==> config.mk <==
export PLATFORM = sky130hd
export DESIGN_NAME = lsu_sram_port
export DESIGN_NICKNAME = d
export VERILOG_FILES = /design/src/rtl/lsu_sram_port.sv
export SDC_FILE = /design/constraint.sdc
export NUM_CORES = 1
export LEC_CHECK = 0
export BUFFER_PORTS_ARGS = -buffer_cell sky130_fd_sc_hd__buf_2
export CORE_MARGIN = 10
export CORE_UTILIZATION = 30
export CTS_CLUSTER_DIAMETER = 40
export DETAILED_ROUTE_END_ITERATION = 8
export SETUP_SLACK_MARGIN = 0.5
export SYNTH_ARGS = -nofsm -noshare
export SYNTH_HDL_FRONTEND = slang
export SYNTH_SLANG_ARGS = --single-unit
==> constraint.sdc <==
create_clock -name clk -period 2.3 [get_ports clk]
set_input_delay 0.23 -clock clk [delete_from_list [all_inputs] [get_ports clk]]
set_output_delay 0.23 -clock clk [all_outputs]
set_load 0.05 [all_outputs]
==> src/rtl/lsu_sram_port.sv <==
// Load/store initiator for the data port of the dual-read byte-enabled SRAM.
// Issues one CPU request at a time and returns an aligned, extended response.
module lsu_sram_port #(
  parameter int DEPTH      = 65536,
  parameter int DATA_WIDTH = 32,
  localparam int AW        = $clog2(DEPTH)
) (
  input  logic                  clk,
  input  logic                  rst_n,
  input  logic                  req_valid,
  output logic                  req_ready,
  input  logic                  req_we,
  input  logic [1:0]            req_size,
  input  logic                  req_unsigned,
  input  logic [31:0]           req_addr,
  input  logic [31:0]           req_wdata,
  output logic                  rsp_valid,
  input  logic                  rsp_ready,
  output logic [31:0]           rsp_rdata,
  output logic                  rsp_err,
  output logic                  mem_cen,
  output logic                  mem_wen,
  output logic [3:0]            mem_ben,
  output logic [AW-1:0]         mem_addr,
  output logic [DATA_WIDTH-1:0] mem_din,
  input  logic [DATA_WIDTH-1:0] mem_dout
);

  typedef enum logic [1:0] {IDLE, ACC, HOLD} state_e;

  localparam logic [1:0] SZ_BYTE = 2'd0;
  localparam logic [1:0] SZ_HALF = 2'd1;
  localparam logic [1:0] SZ_WORD = 2'd2;

  state_e      state_q, state_d;
  logic        we_q, we_d;
  logic [1:0]  size_q, size_d;
  logic        uns_q, uns_d;
  logic [1:0]  off_q, off_d;
  logic [31:0] hold_rdata_q, hold_rdata_d;
  logic        hold_err_q, hold_err_d;

  logic        accept;
  logic        req_err;
  logic [31:0] addr_hi;
  logic [31:0] shifted;
  logic [31:0] fmt_rdata;

  // NOTE: req_ready is gated by rst_n so a request held valid during reset can
  // never pull mem_cen low; outside reset it depends on state only.
  assign req_ready = (state_q == IDLE) && rst_n;
  assign accept    = req_valid && req_ready;

  assign addr_hi = req_addr >> (AW + 2);
  always_comb begin
    req_err = 1'b0;
    if (req_size == 2'd3)                               req_err = 1'b1;
    if (req_size == SZ_HALF && req_addr[0])             req_err = 1'b1;
    if (req_size == SZ_WORD && req_addr[1:0] != 2'b00)  req_err = 1'b1;
    if (addr_hi != 32'd0)                               req_err = 1'b1;
  end

  // Align the captured SRAM word to the requested byte offset, then extend.
  assign shifted = mem_dout >> {off_q, 3'b000};
  always_comb begin
    fmt_rdata = 32'd0;
    if (!we_q) begin
      case (size_q)
        SZ_BYTE: fmt_rdata = uns_q ? {24'd0, shifted[7:0]}
                                   : {{24{shifted[7]}}, shifted[7:0]};
        SZ_HALF: fmt_rdata = uns_q ? {16'd0, shifted[15:0]}
                                   : {{16{shifted[15]}}, shifted[15:0]};
        default: fmt_rdata = shifted;
      endcase
    end
  end

  // NOTE: all state updates use non-blocking assignments so every flop samples
  // the pre-edge values of the others.
  always_ff @(posedge clk or negedge rst_n) begin
    if (!rst_n) begin
      state_q      <= IDLE;
      we_q         <= 1'b0;
      size_q       <= 2'd0;
      uns_q        <= 1'b0;
      off_q        <= 2'd0;
      hold_rdata_q <= 32'd0;
      hold_err_q   <= 1'b0;
    end else begin
      state_q      <= state_d;
      we_q         <= we_d;
      size_q       <= size_d;
      uns_q        <= uns_d;
      off_q        <= off_d;
      hold_rdata_q <= hold_rdata_d;
      hold_err_q   <= hold_err_d;
    end
  end

  // NOTE: every always_comb output is given a default first so no path can
  // leave it unassigned and infer a latch.
  always_comb begin
    state_d = state_q;
    case (state_q)
      IDLE:    if (accept) state_d = req_err ? HOLD : ACC;
      ACC:     state_d = rsp_ready ? IDLE : HOLD;
      HOLD:    if (rsp_ready) state_d = IDLE;
      default: state_d = IDLE;
    endcase
  end

  always_comb begin
    we_d         = we_q;
    size_d       = size_q;
    uns_d        = uns_q;
    off_d        = off_q;
    hold_rdata_d = hold_rdata_q;
    hold_err_d   = hold_err_q;
    if (accept) begin
      we_d   = req_we;
      size_d = req_size;
      uns_d  = req_unsigned;
      off_d  = req_addr[1:0];
      if (req_err) begin
        hold_rdata_d = 32'd0;
        hold_err_d   = 1'b1;
      end
    end else if (state_q == ACC && !rsp_ready) begin
      hold_rdata_d = fmt_rdata;
      hold_err_d   = 1'b0;
    end
  end

  always_comb begin
    rsp_valid = 1'b0;
    rsp_rdata = 32'd0;
    rsp_err   = 1'b0;
    mem_cen   = 1'b1;
    mem_wen   = 1'b1;
    mem_ben   = 4'hF;
    mem_addr  = '0;
    mem_din   = '0;
    case (state_q)
      IDLE: begin
        if (accept && !req_err) begin
          mem_cen  = 1'b0;
          mem_addr = req_addr[AW+1:2];
          if (req_we) begin
            mem_wen = 1'b0;
            case (req_size)
              SZ_BYTE: begin
                mem_din = {4{req_wdata[7:0]}};
                mem_ben = ~(4'b0001 << req_addr[1:0]);
              end
              SZ_HALF: begin
                mem_din = {2{req_wdata[15:0]}};
                mem_ben = ~(4'b0011 << {req_addr[1], 1'b0});
              end
              default: begin
                mem_din = req_wdata;
                mem_ben = 4'h0;
              end
            endcase
          end
        end
      end
      ACC: begin
        rsp_valid = 1'b1;
        rsp_rdata = fmt_rdata;
      end
      HOLD: begin
        rsp_valid = 1'b1;
        rsp_rdata = hold_rdata_q;
        rsp_err   = hold_err_q;
      end
      default: ;
    endcase
  end

endmodule

==> metrics.md <==
| Metric | Value |
|---|---|
| Switching Share | `44.0%` |
| CTS tree | `done` |
| Startpoint types | `flip-flop` |
| I/O pin count | `193` |
| Fraction of layout cells with a size suffix above 1 | `65.3%` |
| Period utilization | `103%` |
| GPL Wtd Cong | `0.888` |
| Crit end category | `output port` |
| Worst hold slack | `0.135 ns` |
| Synthesized Nets | `524` |
| Net Switching | `2.20 mW` |
| Post-Route WL | `16600 um` |
| Pre-Repair DR Iteration Count | `5` |
| Worst-margin pin slew | `0.557 ns` |
| Clock group share of total power | `14.2%` |
| Placed cell areas | `5160 um2` |
| Syn Area/Cell | `8.80 um2` |
| Post-route cell area | `6990 um2` |
| Flop pwr share | `17.3%` |
| Chip height | `131 um` |
| Setup CP Type | `flip-flop to output port` |
| Initial antenna violation count | `2` |
| CTS clk-pin slew, worst paths | `0.06 ns` |
| Die area | `17100 um2` |
| RSZ-0062 raised after global routing | `yes` |
| Final Slew Violations | `0` |
| TNS Setup | `-0.839 ns` |
| Clock Latency Late Sink | `0.28 ns` |
| Crit-path cells | `buf_12 > buf_2 > a31o_4 > a311o_4 > a32o_2 > buf_6` |
| Ys Warns | `0` |
| Worst Skew | `0.00555 ns` |
| Cells after synthesis | `417` |
| Top cells by count, synth | `57 x nand2_1, 41 x dfrtp_1, 34 x a21oi_1, 34 x mux2i_1, 34 x nor2_1` |
| DP Worst Slack | `-0.0479 ns` |
| DR WL/cell | `20.7 um` |
| Clk sinks | `41` |
| Peak supply drop | `0.532 mV` |
| Number of buffers created by CTS | `5` |
| Grt total ovfl | `0` |
| Design Power | `5.00 mW` |
| Die W | `131 um` |
| Core Region | `12000 um2` |
| I/O Buffers | `192` |
| Worst min path class | `primary input to async pin` |
| Post-synthesis cell area | `3670 um2` |
| Vias per std cell | `5.45` |
| Max Buffers Root-to-Sink | `2` |
| Core Rows | `40` |
| Final WS setup | `-0.0752 ns` |
| Run status | `finished with violations` |
| WL met1 | `6090 um` |
| Crit path max-delay cell type | `a311o_4` |
| Post-synth cell types | `48` |
| Largest net degree at the start of global routing | `43` |
| Final setup vio count | `16` |
| P_leak | `3.25 nW` |
| Power per cell area | `716 nW/um2` |
| Int Power | `2.80 mW` |
| Max_cap viols | `0` |
| Slew headroom | `62.8%` |
| ANT nets after route | `0` |
| DR top layer | `met4` |
| Synth Flop Type | `dfrtp_1` |
| All-Layer GR Usage | `18.4%` |
| Logic pwr share | `68.6%` |
| Leading cell type by number of instances after synthesis | `nand2_1` |
| Seq/Total Area, Yosys | `27.9%` |
| Worst Path Required | `2.07 ns` |
| Number of global-route vias before repair | `4703` |
| Fmax | `421 MHz` |
| Dpl hpwl | `11200 um` |
| Via Count | `4378` |
| Area share of the largest cell type after synthesis | `27.9%` |
| Clock Root Buffer | `clkbuf_16` |
| WL met2 | `9230 um` |
| Post-synth top area cell | `dfrtp_1` |
| Met3 Routed Length | `976 um` |
| CP max stage delay | `0.44 ns` |
| Number of flops mapped to enable cells by yosys | `0` |
| Largest cells by area after synthesis | `dfrtp_1 28%, mux2i_1 9.3%, a32o_1 8.7%, nand2_1 5.8%, and2_1 4.9%` |
| First-pass GRT wire length | `25100 um` |
| Area growth, synth to finish | `90.3%` |
| Initial DRC count | `315` |
| Max Fanout on Critical Path | `8` |
| Failing checks | `negative setup slack` |
| Async S/R FF share, synth | `100%` |
| DRC Markers | `0` |
| Initial cell density of the core | `30.6%` |
| Nets | `762` |
| CP arrival | `2.15 ns` |
| Fin crit period | `2.38 ns` |
| Yosys reg bits | `41` |
| Final Hold Viols | `0` |
| Htree depth | `2` |
| Fill cell count | `1019` |
-- state kept, by name (all words and copies together) (netlist names) --
name	count
hold_err_q	1
size_q	2
hold_rdata_q	32
state_q	2
uns_q	1
we_q	1
off_q	2
-- cell type report --
cell class	instances	area [um2]	area share, %
Antenna cell	2	5.00	0.0716
Multi-Input combinational cell	335	3040	43.5
Inverter	6	30.0	0.430
Sequential cell	41	1030	14.7
Timing Repair Buffer	266	2560	36.6
Clock buffer	7	143	2.04
Tap cell	147	184	2.63
-- metal layers --
layer,track usage [%],up-vias
met1,20.7,2179
li1,-,2018
met4,5.36,0
met2,33.7,156
met5,0,-
met3,4.15,25
-- power by group through the flow --
stage	registers [mW]	clock network [mW]	logic, mW
after floorplan	0.855	0	1.78
after global placement	0.871	0	2.22
after detailed placement	0.872	0	2.24
after CTS	0.857	0.705	3.13
after global routing	0.869	0.732	3.64
final	0.864	0.708	3.43
-- critical path: cells and delay by family (launching register included) --
family | cells | cell delay [ns]
buf+inv | 3 | 0.45
compound gates | 3 | 0.98
flops | 1 | 0.43
-- through the flow --
step / instances / utilization (%)
global route: 803 / 58.1
finish: 804 / 58.2
detailed placement: 746 / 43.0
CTS: 794 / 56.6
global placement: 746 / 43.0
floorplan: 417 / -
-- repair_timing --
item	CTS	global route
buffers inserted	32	7
hold buffers	0	0
pin swaps	52	21
gates cloned	9	1
endpoints found under the setup margin	111	120
gates resized for setup	324	26
-- cells in the final DEF (no fill, tap or decap), drive strengths merged --
| cell type | Yosys | final |
|---|---|---|
| o21ai | 31 | 31 |
| a21oi | 34 | 34 |
| clkbuf | 13 | 7 |
| nor2 | 35 | 35 |
| a311o | 1 | 3 |
| a32o | 32 | 32 |
| nor4 | 3 | 3 |
| a31oi | 1 | 1 |
| buf | 23 | 264 |
| o2111a | 1 | 1 |
| mux2i | 34 | 34 |
| nor3 | 3 | 3 |
| ha | 3 | 3 |
| a22oi | 8 | 8 |
| a21boi | 1 | 1 |
| o31ai | 1 | 2 |
| a21o | 1 | 1 |
| a221o | 1 | 1 |
| dfrtp | 41 | 41 |
| and3 | 1 | 1 |
| diode | 0 | 2 |
| bufbuf | 0 | 2 |
| nor3b | 1 | 1 |
| mux2 | 1 | 1 |
| and2 | 29 | 29 |
| o2111ai | 1 | 1 |
| o211ai | 1 | 1 |
| mux4 | 8 | 8 |
| nand2 | 57 | 57 |
| nand4 | 1 | 1 |
| nor2b | 20 | 20 |
| nand3b | 1 | 1 |
| inv | 6 | 6 |
| nand2b | 2 | 2 |
| a22o | 17 | 17 |
| nand3 | 1 | 1 |
| a31o | 1 | 1 |
-- logic make-up (layout without fill, tap and decap cells) --
group | count (synthesis) | after routing | synth area share [%]
AO/OA/AOI/OAI | 132 | 135 | 26.5
AND/OR/NAND/NOR | 154 | 154 | 20.7
other | 0 | 2 | 0
adder cells (fa/ha/maj) | 3 | 3 | 1.02
buffers and inverters | 44 | 279 | 9.00
flip-flops | 41 | 41 | 27.9
multiplexers | 43 | 43 | 14.8
-- worst paths after layout --
| path | startpoint | endpoint | slack (ns) | cells past startpoint |
|---|---|---|---|---|
| max | off_q[1] | rsp_rdata[29] | -0.08 | 6 |
| min | rst_n | off_q[0] | 0.13 | 2 |
| max reg2reg | off_q[1] | hold_rdata_q[21] | 0.43 | 5 |
| min reg2reg | hold_err_q | hold_err_q | 0.48 | 1 |
| max in group asynchronous | rst_n | off_q[1] | 1.77 | 2 |
| min in group clk | req_we | we_q | 0.18 | 3 |
Power figures use the tool's default switching activity.
